`src/rtl/ifu_pkg.sv`:
```
// Shared types and constants for the instruction-fetch stage: FSM states,
// buffer entry layout and block-offset helper.
package ifu_pkg;

  localparam int FETCH_NUM   = 4;
  localparam int FETCH_BYTES = 4 * FETCH_NUM;

  typedef enum logic [1:0] {
    IDLE,
    REQ,
    WAIT,
    HOLD
  } ifu_state_e;

  typedef struct packed {
    logic [31:0] pc;
    logic [31:0] inst;
  } ibuf_entry_t;

  function automatic int off_width(input int fetch_num);
    return $clog2(4 * fetch_num);
  endfunction

endpackage

```
`src/rtl/ifu_fetch_if.sv`:
```
// Block-read bus between the fetch stage (master) and instruction memory (slave).
interface ifu_fetch_if #(
  parameter int Fetch_Num = 4
);

  logic                     req_valid;
  logic                     req_ready;
  logic [31:0]              req_addr;
  logic                     resp_valid;
  logic [32*Fetch_Num-1:0]  resp_data;

  modport master (
    output req_valid,
    output req_addr,
    input  req_ready,
    input  resp_valid,
    input  resp_data
  );

  modport slave (
    input  req_valid,
    input  req_addr,
    output req_ready,
    output resp_valid,
    output resp_data
  );

endinterface

```
`src/rtl/ifu_ibuf.sv`:
```
// Circular instruction buffer: up to Fetch_Num pushes and one pop per cycle,
// flush clears it with priority over both.
module ifu_ibuf
  import ifu_pkg::*;
#(
  parameter int Fetch_Num  = 4,
  parameter int IBuf_Depth = 8
) (
  input  logic                          clock,
  input  logic                          reset,
  input  logic                          flush,
  input  logic [$clog2(Fetch_Num):0]    push_num,
  input  ibuf_entry_t                   push_data [Fetch_Num],
  input  logic                          pop,
  output logic [$clog2(IBuf_Depth):0]   free_cnt,
  output logic                          valid,
  output ibuf_entry_t                   head
);

  localparam int AW = $clog2(IBuf_Depth);
  localparam int CW = AW + 1;
  localparam int KW = $clog2(Fetch_Num) + 1;

  ibuf_entry_t   mem_q [IBuf_Depth];
  ibuf_entry_t   mem_d [IBuf_Depth];
  logic [CW-1:0] head_q, head_d;
  logic [CW-1:0] tail_q, tail_d;
  logic [CW-1:0] count;

  // Pointers carry a wrap bit, so their difference is the occupancy even when full.
  assign count    = tail_q - head_q;
  assign valid    = (count != '0);
  assign free_cnt = CW'(IBuf_Depth) - count;
  assign head     = mem_q[head_q[AW-1:0]];

  always_comb begin
    mem_d  = mem_q;
    head_d = head_q;
    tail_d = tail_q;
    if (flush) begin
      head_d = '0;
      tail_d = '0;
    end else begin
      for (int j = 0; j < Fetch_Num; j++) begin
        if (KW'(j) < push_num) begin
          mem_d[tail_q[AW-1:0] + AW'(j)] = push_data[j];
        end
      end
      tail_d = tail_q + CW'(push_num);
      if (pop && valid) begin
        head_d = head_q + CW'(1);
      end
    end
  end

  always_ff @(posedge clock or posedge reset) begin
    if (reset) begin
      mem_q  <= '{default: '0};
      head_q <= '0;
      tail_q <= '0;
    end else begin
      mem_q  <= mem_d;
      head_q <= head_d;
      tail_q <= tail_d;
    end
  end

endmodule

```
`src/rtl/ifu_fetch.sv`:
```
// Instruction-fetch stage: one aligned block read per PC, valid slots pushed into
// the instruction buffer. Define IFU_PERF_EN to build the fetch/stall counters.
module ifu_fetch
  import ifu_pkg::*;
#(
  parameter int Fetch_Num  = FETCH_NUM,
  parameter int IBuf_Depth = 8
) (
  input  logic              clock,
  input  logic              reset,
  input  logic [31:0]       pc,
  input  logic              flush,
  output logic              pc_update,
  ifu_fetch_if.master       mem,
  output logic              out_valid,
  input  logic              out_ready,
  output logic [31:0]       out_inst,
  output logic [31:0]       out_pc,
  output logic [31:0]       perf_fetch_cnt,
  output logic [31:0]       perf_stall_cnt
);

  localparam int OW = off_width(Fetch_Num);
  localparam int SW = OW - 2;
  localparam int KW = SW + 1;
  localparam int CW = $clog2(IBuf_Depth) + 1;
  localparam int BW = 32 * Fetch_Num;

  ifu_state_e    state_q, state_d;
  logic [31:0]   req_pc_q, req_pc_d;
  logic          drop_q, drop_d;
  logic [BW-1:0] held_q, held_d;
  logic [BW-1:0] blk;
  logic [SW-1:0] slot;
  logic [KW-1:0] valid_cnt;
  logic [KW-1:0] push_num;
  logic [CW-1:0] free_cnt;
  logic          fits;
  ibuf_entry_t   push_data [Fetch_Num];
  ibuf_entry_t   head;

  // An unaligned PC only uses the block slots from its own word onwards.
  assign slot      = req_pc_q[OW-1:2];
  assign valid_cnt = KW'(Fetch_Num) - KW'(slot);
  assign fits      = (free_cnt >= CW'(valid_cnt));
  assign blk       = (state_q == HOLD) ? held_q : mem.resp_data;

  assign mem.req_valid = (state_q == REQ);
  assign mem.req_addr  = {req_pc_q[31:OW], {OW{1'b0}}};

  always_comb begin
    state_d   = state_q;
    req_pc_d  = req_pc_q;
    drop_d    = drop_q;
    held_d    = held_q;
    pc_update = 1'b0;
    push_num  = '0;
    case (state_q)
      IDLE: begin
        if (!flush) begin
          state_d  = REQ;
          req_pc_d = pc;
        end
      end
      REQ: begin
        // A request once raised stays up until accepted; a flush only marks it stale.
        if (flush) begin
          drop_d = 1'b1;
        end
        if (mem.req_ready) begin
          state_d = WAIT;
        end
      end
      WAIT: begin
        if (mem.resp_valid) begin
          if (drop_q || flush) begin
            drop_d  = 1'b0;
            state_d = IDLE;
          end else if (fits) begin
            push_num  = valid_cnt;
            pc_update = 1'b1;
            state_d   = IDLE;
          end else begin
            held_d  = mem.resp_data;
            state_d = HOLD;
          end
        end else if (flush) begin
          drop_d = 1'b1;
        end
      end
      HOLD: begin
        if (flush) begin
          state_d = IDLE;
        end else if (fits) begin
          push_num  = valid_cnt;
          pc_update = 1'b1;
          state_d   = IDLE;
        end
      end
      default: begin
        state_d = IDLE;
      end
    endcase
  end

  always_comb begin
    for (int j = 0; j < Fetch_Num; j++) begin
      push_data[j].pc   = req_pc_q + 32'(4 * j);
      push_data[j].inst = blk[32*((int'(slot) + j) % Fetch_Num) +: 32];
    end
  end

  always_ff @(posedge clock or posedge reset) begin
    if (reset) begin
      state_q  <= IDLE;
      req_pc_q <= '0;
      drop_q   <= 1'b0;
      held_q   <= '0;
    end else begin
      state_q  <= state_d;
      req_pc_q <= req_pc_d;
      drop_q   <= drop_d;
      held_q   <= held_d;
    end
  end

  ifu_ibuf #(
    .Fetch_Num  (Fetch_Num),
    .IBuf_Depth (IBuf_Depth)
  ) u_ibuf (
    .clock     (clock),
    .reset     (reset),
    .flush     (flush),
    .push_num  (push_num),
    .push_data (push_data),
    .pop       (out_valid && out_ready),
    .free_cnt  (free_cnt),
    .valid     (out_valid),
    .head      (head)
  );

  assign out_inst = head.inst;
  assign out_pc   = head.pc;

`ifdef IFU_PERF_EN
  logic [31:0] fetch_cnt_q, fetch_cnt_d;
  logic [31:0] stall_cnt_q, stall_cnt_d;

  always_comb begin
    fetch_cnt_d = fetch_cnt_q + {31'd0, pc_update};
    stall_cnt_d = stall_cnt_q + {31'd0, (state_q == HOLD)};
  end

  always_ff @(posedge clock or posedge reset) begin
    if (reset) begin
      fetch_cnt_q <= '0;
      stall_cnt_q <= '0;
    end else begin
      fetch_cnt_q <= fetch_cnt_d;
      stall_cnt_q <= stall_cnt_d;
    end
  end

  assign perf_fetch_cnt = fetch_cnt_q;
  assign perf_stall_cnt = stall_cnt_q;
`else
  assign perf_fetch_cnt = '0;
  assign perf_stall_cnt = '0;
`endif

endmodule
```
`src/flat_wrapper.sv`:
```
// flat-port wrapper written by rule: the top's interface ports become plain ports
module ifu_fetch_flat import ifu_pkg::*;
#(
  parameter int Fetch_Num  = FETCH_NUM,
  parameter int IBuf_Depth = 8
)
  (clock, reset, pc, flush, pc_update, out_valid, out_ready, out_inst, out_pc, perf_fetch_cnt, perf_stall_cnt, mem_req_valid, mem_req_addr, mem_req_ready, mem_resp_valid, mem_resp_data);
  ifu_fetch_if #(.Fetch_Num(Fetch_Num)) mem_i ();
  input  logic clock;
  input  logic reset;
  input  logic [31:0] pc;
  input  logic flush;
  output logic pc_update;
  output logic out_valid;
  input  logic out_ready;
  output logic [31:0] out_inst;
  output logic [31:0] out_pc;
  output logic [31:0] perf_fetch_cnt;
  output logic [31:0] perf_stall_cnt;
  output wire logic [$bits(mem_i.req_valid)-1:0] mem_req_valid;
  output wire logic [$bits(mem_i.req_addr)-1:0] mem_req_addr;
  input wire logic [$bits(mem_i.req_ready)-1:0] mem_req_ready;
  input wire logic [$bits(mem_i.resp_valid)-1:0] mem_resp_valid;
  input wire logic [$bits(mem_i.resp_data)-1:0] mem_resp_data;
  assign mem_req_valid = mem_i.req_valid;
  assign mem_req_addr = mem_i.req_addr;
  assign mem_i.req_ready = mem_req_ready;
  assign mem_i.resp_valid = mem_resp_valid;
  assign mem_i.resp_data = mem_resp_data;
  ifu_fetch #(.Fetch_Num(Fetch_Num), .IBuf_Depth(IBuf_Depth)) u_core (.clock(clock), .reset(reset), .pc(pc), .flush(flush), .pc_update(pc_update), .mem(mem_i), .out_valid(out_valid), .out_ready(out_ready), .out_inst(out_inst), .out_pc(out_pc), .perf_fetch_cnt(perf_fetch_cnt), .perf_stall_cnt(perf_stall_cnt));
endmodule
```
`config.mk`:
```
export PLATFORM = sky130hd
export DESIGN_NAME = ifu_fetch_flat
export DESIGN_NICKNAME = d
export VERILOG_FILES = /design/src/rtl/ifu_pkg.sv /design/src/rtl/ifu_fetch_if.sv /design/src/rtl/ifu_ibuf.sv /design/src/rtl/ifu_fetch.sv /design/src/flat_wrapper.sv
export SDC_FILE = /design/constraint.sdc
export NUM_CORES = 2
export LEC_CHECK = 0
export BUFFER_PORTS_ARGS = -buffer_cell sky130_fd_sc_hd__buf_2
export CORE_ASPECT_RATIO = 0.7
export CORE_UTILIZATION = 45
export CTS_BUF_LIST = sky130_fd_sc_hd__clkbuf_16
export DETAILED_ROUTE_END_ITERATION = 8
export PLACE_DENSITY = 0.61
export SYNTH_ARGS = -nofsm -noshare
export SYNTH_HDL_FRONTEND = slang
export SYNTH_SLANG_ARGS = --single-unit
export TNS_END_PERCENT = 50
```
`constraint.sdc`:
```
create_clock -name clock -period 23.2 [get_ports clock]
set_input_delay 0 -clock clock [delete_from_list [all_inputs] [get_ports clock]]
set_output_delay 0 -clock clock [all_outputs]
set_load 0.01 [all_outputs]
```
Yosys cells after proc, flatten, opt, wreduce, memory -nomap -nowiden
Cells that the tools add are included.
{"block": "op_classes", "addsub": 14, "mul": 0, "n_div": 0, "n_lt_le_gt_ge": 14, "eq_ne": 8, "shift": 4, "muxes": 48, "bitwise": 11, "reduce_logical": 18}
{"cell": "512-bit 2-to-1 mux", "count": 7}
{"cell": "512-bit bitwise mux", "count": 4}
{"cell": "64-bit demux with 3-bit select", "count": 4}
{"cell": "128-bit by 8-bit indexed part select with 32-bit output", "count": 4}
{"cell": "64-bit 2-to-1 mux", "count": 6}
{"cell": "64-bit binary-select mux with 3-bit select", "count": 1}
{"cell": "128-bit 2-to-1 mux", "count": 1}
{"cell": "32-bit by 4-bit adder with 32-bit output (second input constant)", "count": 2}
{"cell": "32-bit by 3-bit adder with 32-bit output (second input constant)", "count": 1}
{"cell": "4-bit >= comparator (second input constant)", "count": 5}
{"cell": "3-bit inverter with 4-bit output", "count": 5}
{"cell": "4-bit by 1-bit less-than comparator with 1-bit output (second input constant)", "count": 4}
{"cell": "2-bit 2-to-1 mux", "count": 7}
{"cell": "3-bit 2-to-1 mux", "count": 4}
{"cell": "4-bit 2-to-1 mux", "count": 3}
{"cell": "2-bit case mux with 4 select lines", "count": 1}
{"cell": "4-bit AND reduction", "count": 2}
{"cell": "1-bit 2-to-1 mux", "count": 7}
{"cell": "3-bit by 2-bit adder with 3-bit output (second input constant)", "count": 2}
{"cell": "1-bit logical AND", "count": 6}
{"cell": "1-bit by 3-bit less-than comparator with 1-bit output (first input constant)", "count": 2}
{"cell": "2-bit by 3-bit less-than comparator with 1-bit output (first input constant)", "count": 2}
{"cell": "3-bit by 2-bit != test with 1-bit output (second input constant)", "count": 2}
{"cell": "3-bit case mux with 2 select lines", "count": 1}
{"cell": "other kinds (22)", "count": 34}
{"block": "word_totals", "regBits": 683, "latchBits": 0, "ramBits": 0, "mem_bits_ro": 0, "inputBits": 166, "output_inout_bits": 163, "memories": 0}

Longest topological paths before layout
{"block": "logic_depth", "ltp_word": 18, "ltp_mapped": 24, "ltp_nobuf": 17}

Hierarchy
Synthesis repeated with hierarchy kept, for this count alone.
{"block": "unflattened", "hier_cells": 5858, "area_unflattened_um2": 54125.7}
{"mod": "ifu_ibuf", "n_inst": 1, "cells_each": 4708, "area_each_um2": 41013.1, "seq_area_each_um2": 13012.5}
{"mod": "ifu_fetch", "n_inst": 1, "cells_each": 1150, "area_each_um2": 13112.6, "seq_area_each_um2": 4078.9}

Worst setup path after synthesis
Ideal clock, no wire load.
{"block": "synth_timing", "kind": "reg-to-reg", "start": "register u_core.req_pc_q[3]", "end": "register u_core.u_ibuf.tail_q[3]", "arrival_ns": 5.699, "setup_slack_ns": 17.369, "path_stages_with_launch": 25, "synth_period_minus_slack_ns": 5.831, "cell_sequence": "dfrtp_1 clkbuf_1 inv_1 clkbuf_1 clkbuf_1 buf_1 clkbuf_1 ha_1 buf_2 inv_2 buf_1 clkbuf_1 ha_1 nand2_1 o21ai_1 clkbuf_1 o21ai_1 clkbuf_1 buf_1 nor3_1 ha_1 a21o_1 a21oi_1 xor2_1 nor2_1"}
{"block": "synth_via", "elab_chain_cells": 8, "word_cells_on_any_way": 9, "cone_classes": "2 x add/sub; 1 x order compare; 6 x mux"}
{"element": "start: declaration", "line": "ifu_fetch.sv:30", "text": "logic [31:0] req_pc_q, req_pc_d;"}
{"element": "start signal: assignment", "line": "ifu_fetch.sv:121", "text": "req_pc_q <= req_pc_d;"}
{"element": "3-bit by 2-bit subtractor with 3-bit output (*)", "line": "ifu_fetch.sv:44", "text": "assign valid_cnt = KW'(Fetch_Num) - KW'(slot);"}
{"element": "4-bit by 3-bit >= comparator with 1-bit output", "line": "ifu_fetch.sv:45", "text": "assign fits = (free_cnt >= CW'(valid_cnt));"}
{"element": "3-bit 2-to-1 mux (*)", "line": "ifu_fetch.sv:79, ifu_fetch.sv:94"}
{"element": "3-bit 2-to-1 mux", "line": "ifu_fetch.sv:76", "text": "if (drop_q || flush) begin"}
{"element": "3-bit 2-to-1 mux", "line": "ifu_fetch.sv:75", "text": "if (mem.resp_valid) begin"}
{"element": "3-bit case mux with 2 select lines (*)", "line": "ifu_fetch.sv:58", "text": "case (state_q)"}
{"element": "4-bit by 3-bit adder with 4-bit output (*)", "line": "ifu_ibuf.sv:49", "text": "tail_d = tail_q + CW'(push_num);"}
{"element": "4-bit 2-to-1 mux (*)", "line": "ifu_ibuf.sv:40", "text": "if (flush) begin"}
{"element": "net u_core.u_ibuf.tail_d[3]", "line": "ifu_ibuf.sv:27", "text": "logic [CW-1:0] tail_q, tail_d;"}
{"element": "end signal: assignment", "line": "ifu_ibuf.sv:64", "text": "tail_q <= tail_d;"}
{"element": "end: declaration", "line": "ifu_ibuf.sv:27"}
The timed path passes the listed nets; every way through them passes the cells marked *.
A chain may end at the register's enable or synchronous reset.

Worst setup path after layout
{"block": "layout_timing", "start": "register u_core.u_ibuf.tail_q[0]", "end": "register u_core.u_ibuf.mem_q[416] (netlist bit)"}
{"block": "layout_via", "elab_chain_cells": 18, "word_cells_on_any_way": 50, "cone_classes": "5 x add/sub; 13 x order compare; 24 x mux; 4 x bitwise; 4 x reduce/logical"}
{"element": "4-bit subtractor", "line": "ifu_ibuf.sv:31", "text": "assign count = tail_q - head_q;"}
{"element": "4-bit subtractor", "line": "ifu_ibuf.sv:33", "text": "assign free_cnt = CW'(IBuf_Depth) - count;"}
{"element": "4-bit by 3-bit >= comparator with 1-bit output", "line": "ifu_fetch.sv:45"}
{"element": "3-bit 2-to-1 mux", "line": "ifu_fetch.sv:79, ifu_fetch.sv:94"}
{"element": "3-bit 2-to-1 mux", "line": "ifu_fetch.sv:76"}
{"element": "3-bit 2-to-1 mux", "line": "ifu_fetch.sv:75"}
{"element": "3-bit case mux with 2 select lines", "line": "ifu_fetch.sv:58"}
{"element": "1-bit by 3-bit less-than comparator with 1-bit output", "line": "ifu_ibuf.sv:45", "text": "if (KW'(j) < push_num) begin"}
{"element": "(+2 left out)"}
{"element": "512-bit bitwise mux", "line": "ifu_ibuf.sv:46", "text": "mem_d[tail_q[AW-1:0] + AW'(j)] = push_data[j];"}
{"element": "512-bit 2-to-1 mux", "line": "ifu_ibuf.sv:45"}
{"element": "512-bit 2-to-1 mux", "line": "ifu_ibuf.sv:40"}
{"element": "512-bit bitwise mux", "line": "ifu_ibuf.sv:46"}
{"element": "512-bit 2-to-1 mux", "line": "ifu_ibuf.sv:45"}
{"element": "512-bit 2-to-1 mux", "line": "ifu_ibuf.sv:40"}
{"element": "512-bit bitwise mux", "line": "ifu_ibuf.sv:46"}
{"element": "512-bit 2-to-1 mux (*)", "line": "ifu_ibuf.sv:45"}
{"element": "end signal: assignment", "line": "ifu_ibuf.sv:62", "text": "mem_q <= mem_d;"}
{"element": "end: declaration", "line": "ifu_ibuf.sv:24", "text": "ibuf_entry_t mem_q [IBuf_Depth];"}
Mark *: on every way between the ends. The rest lies on a longest branch, timed or not. The select of a mux whose other input is x is not followed.

==> metrics.sh <==
ANTENNA_VIOLATIONS_BEFORE_REPAIR=14
GRT_FIRST_PASS_WIRELENGTH_MM=350
NUM_CLOCK_SINKS=683
POWER_FRAC_CLOCK_PCT=17.9
FINALMAXSLEWVIOLATIONS=4
CP_CELL_SEQUENCE='inv_1 > ha_1 > inv_1 > fa_1 > inv_1 > ha_1 > xor2_1 > ha_1 > a21oi_1 > o21ai_4 > buf_4 > nor4_4 > or3_1 > buf_4 > nand2_1 > nor2_1 > mux2_2'
IOS=329
NUM_VIAS=52612
MUXSHAREOFSYNTHAREA_PCT=24.2
NETLIST.AREA_LEADER.SHARE_PCT=32.9
SYNTHSIMPLEGATEAREAFRAC_PCT=11.4
HOLD_PATH.CLASS='in -> reg'
WORST-SLEW-PIN-TRANSITION_PS=1580
POSTLAYOUTCELLAREA_UM2=58300
DESIGN.DIE.AREA_UM2=117000
SYNTH-MAIN-FF-CELL='sky130_fd_sc_hd__dfrtp_1'
CRIT_PATH_TOP_DELAY_CELL='sky130_fd_sc_hd__nor4_4'
CTSROOTBUFFERMASTER='sky130_fd_sc_hd__clkbuf_16'
ORIGIN_OF_THE_CRITICAL_FLOP_TO_FLOP_PATH='u_core.u_ibuf.tail_q[0]'
POWER.IR.VDD_WORST_V=0.000255
SETUP.REG_TO_REG.WORST_SLACK_PS=16740
FINAL.SETUP.TNS_PS=0
SYNTH.AVG_CELL_AREA_UM2=9.53
DIE-HEIGHT_UM=286
POST_SYNTH_INST_COUNT=5450
DESIGN.CORE.AREA_UM2=114000
HOLD_END='u_core.req_pc_q[7]'
FIN_WORST_SKEW_PS=45.5
TIMING.MAX_SLEW.REL_SLACK_PCT=-5.76
TRITONCTS.NUM_BUFFERS=79
SHARE_OF_LAYOUT_CELLS_ABOVE_DRIVE_STRENGTH_1_PCT=23.1
ROUTE.DETAILED.WL_PER_INST_UM=34.3
RR_ENDPOINT='u_core.u_ibuf.mem_q[416]'
SETUP.WORST_PATH.END_CLASS='flop'
HTREE_NUM_LEVELS=3
RR_WORST_DEPTH=17
WORSTPATHREQUIRED_PS=23770
LAYOUT.NETS=5707
RUN_STATUS='complete, but fails checks'
NETLIST_TOP_CELLS_AREA='sky130_fd_sc_hd__dfrtp_1 (33%), sky130_fd_sc_hd__mux4_2 (11%), sky130_fd_sc_hd__mux2_2 (7.7%), sky130_fd_sc_hd__mux2i_1 (5.3%), sky130_fd_sc_hd__nand2_1 (4.9%)'
AREA_GROWTH_SYN_TO_LAYOUT_PCT=12.2
TIMING.HOLD.WORST_PATH_DEPTH=4
SYNTHESIS_STAGE_REGISTER_BIT_COUNT=683
REMAINING_DRC_ERRORS=12
CLK_TRANSITION_REPORTED_PATHS_PS=60
CRITICAL_PATH.MAX_STAGE_DELAY_PS=890
FIRST_ITER_VIOLATIONS=9881
SETUP.WORST_PATH.CLASS='reg -> reg'
GRT_START_MAX_NET_PINS=156
MIN_PERIOD_PS=6460
MIN-DELAY-START='pc[7]'
WORST_SKEW_PAIR.LATE_LATENCY_PS=710
POWER.SHARE.COMBINATIONAL_PCT=56.2
OVERFLOW=0
RSZ_0062_RAISED_AFTER_GLOBAL_ROUTING='no'
P_SEQ_SHARE_PCT=25.8
VIOLATIONS='design-rule violations, max-capacitance violations, max-slew violations'
SYNTHTOPCELLSBYCOUNT='sky130_fd_sc_hd__dfrtp_1 (683), sky130_fd_sc_hd__nand2_1 (678), sky130_fd_sc_hd__nor2_1 (416)'
NETLIST_AREA_PRE_PLACE_UM2=52000
MAX_CAP_VIOLATION_COUNT=1
GLOBALPLACE.CONGESTION=1.02
ROWS=103
SYNTH-EDFF-COUNT=0
POWER_SWITCHING_SHARE_PCT=49.7
TIMING_HOLD_VIOLATIONS_FINAL=0
MAIN_COMBINATIONAL_CELL_FAMILY_BY_AREA_AFTER_SYNTHESIS='multiplexers'
FLOORPLAN.DIE.WIDTH_UM=408
VIA_PER_INST=7.40
CTS_BUFFER_DEPTH=3
GR-USAGE-ALL-LAYERS_PCT=40.4
VIA_COUNT_OF_THE_FIRST_GLOBAL_ROUTING_PASS=49841
CTSRESIZECOUNT=0
TIMING.FINAL.CRIT_SHARE_PCT=27.9
START_KIND='flop'
CP_DATA_ARRIVAL_TIME_PS=7030
CTS_TREE='built'
DETAILED_PLACE.AREA_UM2=54000
YOSYSMOSTFREQUENTCELL='sky130_fd_sc_hd__dfrtp_1'
SYNTHXORXNORAREAFRAC_PCT=1.84
BUFFER_PORTS.INSERTED=260
SYNTH.YOSYS.SEQ_AREA_SHARE_PCT=32.9
POSTSYNTH.ASYNCRESETSHARE_PCT=100
DETAILEDPLACEMENTHPWL_MM=144
POWER-PER-CELL-AREA_nW_PER_UM2=126
INITIAL_CORE_UTIL_PCT=45.7
TIMING.FMAX_MHz=155
LEAKAGEPOWER_nW=24.3
SETUP_VIOL_COUNT_FINAL=0
SYNTH_TOP_CELL_BY_AREA='sky130_fd_sc_hd__dfrtp_1'
SYNTH-COMPOUND-AREA-SHARE_PCT=22.8
HOLD_SLACK_PS=53.0
ROUTE.ANTENNA.REMAINING_NETS=0
DR.PASS1.ITERS=9
POST_SYNTHESIS_ADDER_CELL_AREA_FRACTION_PCT=0.607
CRIT_FANOUT=22
NETSWITCHINGPOWER_mW=3.64
YOSYSWARNINGCOUNT=0
INTERNAL-POWER_mW=3.68
DRT-TOTAL-WL_MM=243
SYNTH.DISTINCT_CELLS=84
==> how the worst max path moves through the flow <==
stage,start,to,depth (start not counted)
6_report,u_core.u_ibuf.tail_q[0],u_core.u_ibuf.mem_q[416],17
5_1_grt,u_core.u_ibuf.tail_q[0],u_core.u_ibuf.mem_q[416],17
4_1_cts,u_core.u_ibuf.tail_q[0],u_core.u_ibuf.mem_q[416],17
3_5_place_dp,u_core.u_ibuf.tail_q[0],u_core.u_ibuf.mem_q[417],17
3_3_place_gp,u_core.u_ibuf.tail_q[0],u_core.u_ibuf.mem_q[416],17
2_1_floorplan,reset,u_core.drop_q,1
==> layout make-up <==
type,count,area [µm²]
flip-flops and latches,683,17100
clock buffers,82,2050
fillers,10252,55400
well taps,1522,1900
diodes,5,12.5
multi-input cells,4138,32300
inverters,27,113
clock inverters,63,528
repair buffers,588,4240
==> cells by family after synthesis <==
family,Yosys count
compound gates,1657
xor+xnor,105
fa+ha+maj,24
buf+inv,696
flops,683
mux,889
other cells,1
simple gates,1395
==> state kept, by name (all words and copies together) (netlist names) <==
signal,cells
u_core.drop_q,1
u_core.held_q,128
u_core.state_q,2
u_core.u_ibuf.head_q,4
u_core.u_ibuf.mem_q,512
u_core.req_pc_q,32
u_core.u_ibuf.tail_q,4
==> power by group through the flow <==
stage	clock [mW]	combinational [mW]	sequential (mW)
2_1_floorplan	0	2.70	1.73
3_3_place_gp	0	3.90	1.87
3_5_place_dp	0	3.94	1.88
4_1_cts	1.31	3.97	1.86
5_1_grt	1.36	4.29	1.92
6_report	1.31	4.12	1.89
==> layer usage <==
metal / global-route usage [%] / routed length, µm
met5: 1.16 / 310
met3: 17.9 / 41300
met4: 17.8 / 12800
met1: 54.9 / 92700
met2: 54.7 / 96300
==> what timing repair did <==
action | 4_1_cts | 5_1_grt
buffers inserted | 0 | 0
hold buffers | 166 | 0
endpoints found under the hold margin | 263 | 0
==> stage by stage <==
| stage | setup slack, ps | instances | utilization, % | power [mW] |
|---|---|---|---|---|
| floorplan | 4050 | 5517 | - | 4.43 |
| global placement | 17060 | 6792 | 47.5 | 5.77 |
| detailed placement | 17020 | 6792 | 47.5 | 5.82 |
| CTS | 17040 | 7103 | 51.3 | 7.14 |
| global route | 16650 | 7106 | 51.3 | 7.56 |
| finish | 16740 | 7108 | 51.3 | 7.32 |
==> cell usage in the layout (no fill, tap or decap), drive strengths merged, types with 46 or more instances in the layout <==
master / instances
a211o: 86
a211oi: 139
a21oi: 203
a221o: 54
a221oi: 145
a31oi: 118
buf: 422
clkbuf: 82
conb: 68
dfrtp: 683
dlygate4sd3: 166
mux2: 356
mux2i: 277
mux4: 256
nand2: 679
nand3: 66
nor2: 418
nor3: 80
o211ai: 59
o21ai: 246
o221ai: 46
o22ai: 224
xnor2: 73
==> critical path, delay by kind of cell, from the launching register on <==
family	cells	cell delay [ps]
compound gates	2	370
xor+xnor	1	170
fa+ha+maj	4	1230
buf+inv	5	1280
flops	1	530
mux	1	360
simple gates	4	2390
No activity file was read; power rests on OpenSTA's default activity.
